$ cat config.mk
export PLATFORM = sky130hd
export DESIGN_NAME = masked_and_dom
export DESIGN_NICKNAME = d
export VERILOG_FILES = /design/src/rtl/masked_and_dom.sv
export SDC_FILE = /design/constraint.sdc
export NUM_CORES = 1
export LEC_CHECK = 0
export CAP_MARGIN = 10
export CORE_AREA = 3 3 40 42
export DETAILED_ROUTE_END_ITERATION = 10
export DIE_AREA = 0 0 43 45
export GPL_ROUTABILITY_DRIVEN = 0
export SLEW_MARGIN = 5
export SYNTH_ARGS = -nofsm -noshare
export SYNTH_HDL_FRONTEND = slang
export SYNTH_SLANG_ARGS = --single-unit
$ cat constraint.sdc
create_clock -name clk -period 1.89 [get_ports clk]
set_input_delay 0.189 -clock clk [delete_from_list [all_inputs] [get_ports clk]]
set_output_delay 0.189 -clock clk [all_outputs]
set_load 0.005 [all_outputs]
$ cat src/rtl/masked_and_dom.sv
// Domain-oriented masked AND gadget: D Boolean shares per operand, one
// register stage of refreshed cross products, then a per-share XOR compression.
module masked_and_dom #(
    parameter int D = 2,
    localparam int RAND_SIZE = D * (D - 1) / 2
) (
    input  logic                 clk,
    input  logic                 rst,
    input  logic                 start,
    output logic                 ready,
    input  logic [D-1:0]         ina,
    input  logic [D-1:0]         inb,
    input  logic [RAND_SIZE-1:0] rin,
    output logic [D-1:0]         out,
    output logic                 done
);

    typedef enum logic [1:0] {
        S_IDLE = 2'd0,
        S_MULT = 2'd1,
        S_COMP = 2'd2
    } state_t;

    state_t           r_state;
    state_t           w_state_next;
    logic [D*D-1:0]   r_prod;
    logic [D*D-1:0]   w_prod_next;
    logic [D-1:0]     r_out;
    logic [D-1:0]     w_comp;
    logic             r_done;
    logic             w_load_prod;
    logic             w_load_out;

    // Each product term touches exactly one share of a and one share of b;
    // the random bit shared by the mirrored pair (i,j)/(j,i) hides the cross term.
    for (genvar gi = 0; gi < D; gi++) begin : g_row
        for (genvar gj = 0; gj < D; gj++) begin : g_col
            if (gi == gj) begin : g_diag
                assign w_prod_next[gi*D+gj] = ina[gi] & inb[gj];
            end else begin : g_cross
                localparam int LO = (gi < gj) ? gi : gj;
                localparam int HI = (gi < gj) ? gj : gi;
                localparam int K  = LO * D - LO * (LO + 1) / 2 + (HI - LO - 1);
                assign w_prod_next[gi*D+gj] = (ina[gi] & inb[gj]) ^ rin[K];
            end
        end
        // Compression reads only the registered row of share gi.
        assign w_comp[gi] = ^r_prod[gi*D +: D];
    end

    always_comb begin
        w_state_next = r_state;
        ready        = 1'b0;
        w_load_prod  = 1'b0;
        w_load_out   = 1'b0;
        case (r_state)
            S_IDLE: begin
                ready = 1'b1;
                if (start) begin
                    w_state_next = S_MULT;
                    w_load_prod  = 1'b1;
                end
            end
            S_MULT: w_state_next = S_COMP;
            S_COMP: begin
                w_state_next = S_IDLE;
                w_load_out   = 1'b1;
            end
            default: w_state_next = S_IDLE;
        endcase
    end

    always_ff @(posedge clk) begin
        if (rst) begin
            r_state <= S_IDLE;
            r_prod  <= '0;
            r_out   <= '0;
            r_done  <= 1'b0;
        end else begin
            r_state <= w_state_next;
            r_done  <= w_load_out;
            if (w_load_prod) begin
                r_prod <= w_prod_next;
            end
            if (w_load_out) begin
                r_out <= w_comp;
            end
        end
    end

    assign out  = r_out;
    assign done = r_done;

endmodule

==> metrics.cfg, run 1 <==
[drt]
routed_via_density=4.47
drt-pass1-iter-count=4
wl_um=606
ant_nets=0
drt_iter0_markers=4
wl_per_cell_um=9.18
drc_errors=0
vias=295

[status]
outcome=finished, final reports clean

[worst_hold_path]
min-delay-start=r_prod[0]
hold_class=flop to flop

[worst_setup_path]
cp_max_fo=5
critical_path_required_ns=1.70
cp-start-kind=flop
ff2ff_setup_slack_ns=0.84
crit_type=flop to output pin
end_kind=output pin
timing.rr.start=r_state[1]
startpoint=r_state[1]
cp_data_arrival_time_ns=1.21

[finish]
area_delta_synth_final_pct=42.6
nets=60
postLayoutCoreUtil_pct=39.4
diodes=0
final_common_cell=clkdlybuf4s50_1
fillers=125
drive_above_1_share_pct=7.84
final_cell_mix=clkdlybuf4s50_1 (11), dfxtp_1 (9), nor2_1 (6)

[timing]
setup_viol=0
drv_slew=0
fin_crit_sh_pct=74.3
period_minus_slack_ns=1.40
rsz0062_at_grt=false
finalHoldViolations=0
holdWs_ns=0.475
worst_pin_slew_ns=0.331
fmax_mhz=712
setup_ws_ns=0.486
finalSetupTns_ns=0
finClkSkew_ns=0.00497
slew_headroom_pct=77.9

[floorplan]
initial_core_util_pct=27.7
chipWidth_um=43
std_cell_rows=13
core_area_mm2=0.00128
die_y_um=45
die-area_mm2=0.00194
top_level_ports=12

[flow_run]
maxCapViolations=0

[placed_design]
dp_slack_ns=0.555
port_buffers=11

[grt]
grt_usage_pct=7.85
grt_max_degree=10
overflow=0
grt_pass1_vias=292
grt_pass1_wl_mm=1.07
antenna_found_initial=0

[clocking]
clock_sinks=9
cts_max_path_buffers=2
post_cts_resized=0
ctsHtreeMaxLevel=1
cts_tree=done
cts_buffers=3
cts-root-buf=clkbuf_4
insertion_delay_ns=0.25
cts_setup_buffers=0
clk_pin_slew_ns=0.05
hold_buffers=0

[synthesis]
synth_cells=37
synthesis.nets=45
yosysUniqueCellTypes=14
yosys-top-cells-area=dfxtp_1 (51%), a211oi_1 (8.5%), nor2_1 (6.3%)
synth.avg_cell_area_um2=9.60
syn_area_um2=355
yosysSeqAreaShare_pct=50.7
yosys_warnings=0
ys_ff_latch=9
synth_top_area_cell=dfxtp_1
synth_top_area_share_pct=50.7

[pwr]
p_leak_nw=0.182
peakVddDrop_mv=0.396
p_per_area_mw_per_mm2=805
total_power_uw=408

metal layers:
| metal | wire length (µm) | global-route usage (%) | part of all wire [%] | vias up |
|---|---|---|---|---|
| met1 | 272 | 7.54 | 45 | 120 |
| met4 | 16 | 5.42 | 2.6 | 0 |
| met5 | 0 | 0 | 0 | - |
| met3 | 57 | 3.98 | 9.4 | 2 |
| li1 | - | - | - | 158 |
| met2 | 260 | 13.2 | 43 | 15 |
report_power, final:
group	leakage [nW]	switching (mW)	total, mW	internal (mW)
logic	0.0932	0.0218	0.0584	0.0365
registers	0.0737	0.00797	0.208	0.200
clock network	0.0150	0.0604	0.141	0.0809
total	0.182	0.0902	0.408	0.318
through the flow:
stage	instances	area, µm²
detailed placement	62	480
floorplan	37	355
global route	66	507
global placement	62	480
finish	66	507
CTS	66	507
area by class of cell:
class | instances | area [µm²] | area share (%)
multi-input cells | 27 | 171 | 33.8
well taps | 15 | 18.8 | 3.70
repair buffers | 11 | 110 | 21.7
clock buffers | 4 | 26.3 | 5.19
flip-flops and latches | 9 | 180 | 35.6
cells by family after synthesis:
family                    count (synthesis)  share of synthesized area [%]
xor gates and xnor gates                  4                           9.86
and+or+nand+nor                          17                           27.1
buffers and inverters                     1                           1.06
DFF                                       9                           50.7
AOI/OAI and AO/OA                         6                           11.3
path summary, 6_finish.rpt:
| check | to | depth (start not counted) |
|---|---|---|
| max | ready | 2 |
| min | r_prod[0] | 2 |
| max reg2reg | r_prod[0] | 3 |
| min reg2reg | r_prod[0] | 2 |
cells in the mapped netlist:
master,instances
a211oi_1,4
a21oi_1,2
and2b_1,1
clkbuf_1,1
dfxtp_1,9
nand2_1,4
nand3_1,2
nor2_1,6
nor2b_1,1
nor3b_1,1
nor3b_4,1
or3b_1,1
xnor2_1,2
xor2_1,2
critical path, cell delays in order (launching register included):
cell and delay [ns]:
dfxtp_1 0.35, nor2_1 0.11, clkdlybuf4s50_1 0.50
sequential cells by signal, summed over array words and instances, names as in the netlist:
name / cells
r_state: 2
r_prod: 4
out: 2
done: 1
Note: power is estimated with default switching activity, not from simulation.
==> run 2, diff against run 1 <==
==> constraint.sdc (replaced) <==
create_clock -name clk -period 1.4 [get_ports clk]
set_input_delay 0.14 -clock clk [delete_from_list [all_inputs] [get_ports clk]]
set_output_delay 0.14 -clock clk [all_outputs]
set_load 0.005 [all_outputs]
==> run 2 against run 1 <==
Against the previous run: non-clock buffer count unchanged; utilization increased by 0.097 points; sequential power increased by 36%; first-iteration DRC count unchanged; critical path depth unchanged; largest power group unchanged.
==> metrics.cfg, run 2 (same netlist as run 1, synthesis figures left out) <==
[floorplan]
std_cell_rows=13  ; unchanged
initial_core_util_pct=27.7  ; unchanged
chipWidth_um=43  ; unchanged
core_area_mm2=0.00128  ; unchanged
top_level_ports=12  ; unchanged
die_y_um=45  ; unchanged
die-area_mm2=0.00194  ; unchanged

[worst_setup_path]
ff2ff_setup_slack_ns=0.38  ; was 0.84 ns
timing.rr.start=r_state[1]  ; unchanged
reg2reg_depth=3  ; unchanged
crit_chain=nor2_1 > clkdlybuf4s50_1  ; unchanged
end_kind=output pin  ; unchanged
slowest_delay_ns=0.50  ; about the same
cp-start-kind=flop  ; unchanged
crit_type=flop to output pin  ; unchanged
cp_data_arrival_time_ns=1.20  ; was 1.21 ns
cp_max_fo=5  ; unchanged
critical_path_required_ns=1.26  ; was 1.70 ns
rr_endpoint=r_prod[3]  ; was r_prod[0]
cp_slowest_cell=clkdlybuf4s50_1  ; unchanged

[clocking]
cts_tree=done  ; unchanged
cts-root-buf=clkbuf_4  ; unchanged
cts_buffers=3  ; unchanged
cts_max_path_buffers=2  ; unchanged
clk_pin_slew_ns=0.05  ; about the same
insertion_delay_ns=0.26  ; was 0.25 ns
hold_buffers=0  ; unchanged
ctsHtreeMaxLevel=1  ; unchanged
clock_sinks=9  ; unchanged
cts_setup_buffers=0  ; unchanged
post_cts_resized=0  ; unchanged

[flow_run]
maxCapViolations=0  ; unchanged

[grt]
grt_usage_pct=8.86  ; was 7.85%
gr-usage-met3_pct=6.37  ; was 3.98%
use_met2_pct=12.9  ; was 13.2%
antenna_found_initial=0  ; unchanged
grt_max_degree=10  ; unchanged
grt_pass1_vias=277  ; was 292
top_usage_layer=met2  ; unchanged
grt_pass1_wl_mm=1.10  ; was 1.07 mm
grt_util_met1_pct=7.06  ; was 7.54%
overflow=0  ; unchanged

[timing]
finalSetupTns_ns=0  ; unchanged
fmax_mhz=745
period_minus_slack_ns=1.34
fin_crit_sh_pct=95.9
slew_headroom_pct=78.1  ; was 77.9%
worst_pin_slew_ns=0.327  ; was 0.331 ns
finalHoldViolations=0  ; unchanged
setup_ws_ns=0.0577  ; was 0.486 ns
drv_slew=0  ; unchanged
setup_viol=0  ; unchanged
rsz0062_at_grt=false  ; unchanged
finClkSkew_ns=0.00446  ; was 0.00497 ns

[drt]
routed_via_density=4.48  ; was 4.47
wl_um=635  ; was 606 µm
wl_per_cell_um=9.62  ; was 9.18 µm
drc_errors=0  ; unchanged
drt_iter0_markers=4  ; unchanged
vias=296  ; was 295
ant_nets=0  ; unchanged
drt-pass1-iter-count=4  ; unchanged

[placed_design]
post_dp_cell_area_um2=480  ; unchanged
port_buffers=11  ; unchanged
dp_slack_ns=0.118  ; was 0.555 ns
place_inst=62  ; unchanged

[finish]
drive_above_1_share_pct=9.80  ; was 7.84%
final_cell_mix=clkdlybuf4s50_1 (11), dfxtp_1 (8), nor2_1 (6)  ; was clkdlybuf4s50_1 (11), dfxtp_1 (9), nor2_1 (6)
final_common_cell=clkdlybuf4s50_1  ; unchanged
nets=60  ; unchanged
diodes=0  ; unchanged
layout.cells.non_filler=66  ; unchanged
largest_register_ffs=4  ; unchanged
regMostFlops=r_prod  ; unchanged
area_delta_synth_final_pct=43.0  ; was 42.6%
final_area_um2=508  ; was 507 µm²

[pwr]
p_per_area_mw_per_mm2=1090  ; was 805 mW/mm²
total_power_uw=553  ; was 408 µW
p_leak_nw=0.182  ; about the same
peakVddDrop_mv=0.425  ; was 0.396 mV

[status]
outcome=finished, final reports clean  ; unchanged

[worst_hold_path]
min-delay-start=r_prod[0]  ; unchanged
hold_class=flop to flop  ; unchanged
holdPathEnd=r_prod[0]  ; unchanged
whs_path_depth=2  ; unchanged

run 2: cell counts in the layout (fill, tap and decap cells not counted):
Identical to the previous run, type by type.
run 2: power breakdown:
group          internal, mW  switching [mW]
clock                 0.109          0.0829
sequential            0.271          0.0109
combinational        0.0493          0.0294
run 2: worst max path at each step:
stage	from	to	slack [ns]	cells after the start
after floorplan	r_state[1]	r_prod[0]	0.41	3
after global placement	start	r_prod[0]	0.13	4
after detailed placement	start	r_prod[2]	0.12	4
after CTS	r_state[1]	ready	0.03	2
after global routing	r_state[0]	ready	0.002	2
final	r_state[0]	ready	0.06	2
run 2: cell type report:
type | count | area [µm²]
Tap cell | 15 | 18.8
Fill cell | 134 | 777
Clock buffer | 4 | 26.3
Timing Repair Buffer | 11 | 110
Multi-Input combinational cell | 27 | 171
Sequential cell | 9 | 181
run 2: metal layers:
metal | vias up | part of all wire (%) | routed length, µm
met5 | - | 0 | 0
met4 | 0 | 4.3 | 27
met1 | 125 | 44 | 278
met3 | 2 | 8.7 | 55
met2 | 13 | 43 | 273
li1 | 156 | - | -
run 2: stage by stage:
| stage | hold slack (ns) | util, % |
|---|---|---|
| after floorplan | 0.292 | - |
| after global placement | 0.463 | 37.4 |
| after detailed placement | 0.467 | 37.4 |
| after CTS | 0.473 | 39.4 |
| after global routing | 0.488 | 39.5 |
| final | 0.466 | 39.5 |
run 2: critical path, delay by kind of cell (launching register included):
kind	cells	cell delay, ns
flip-flops	1	0.35
buffers and inverters	1	0.50
AND/OR/NAND/NOR	1	0.10
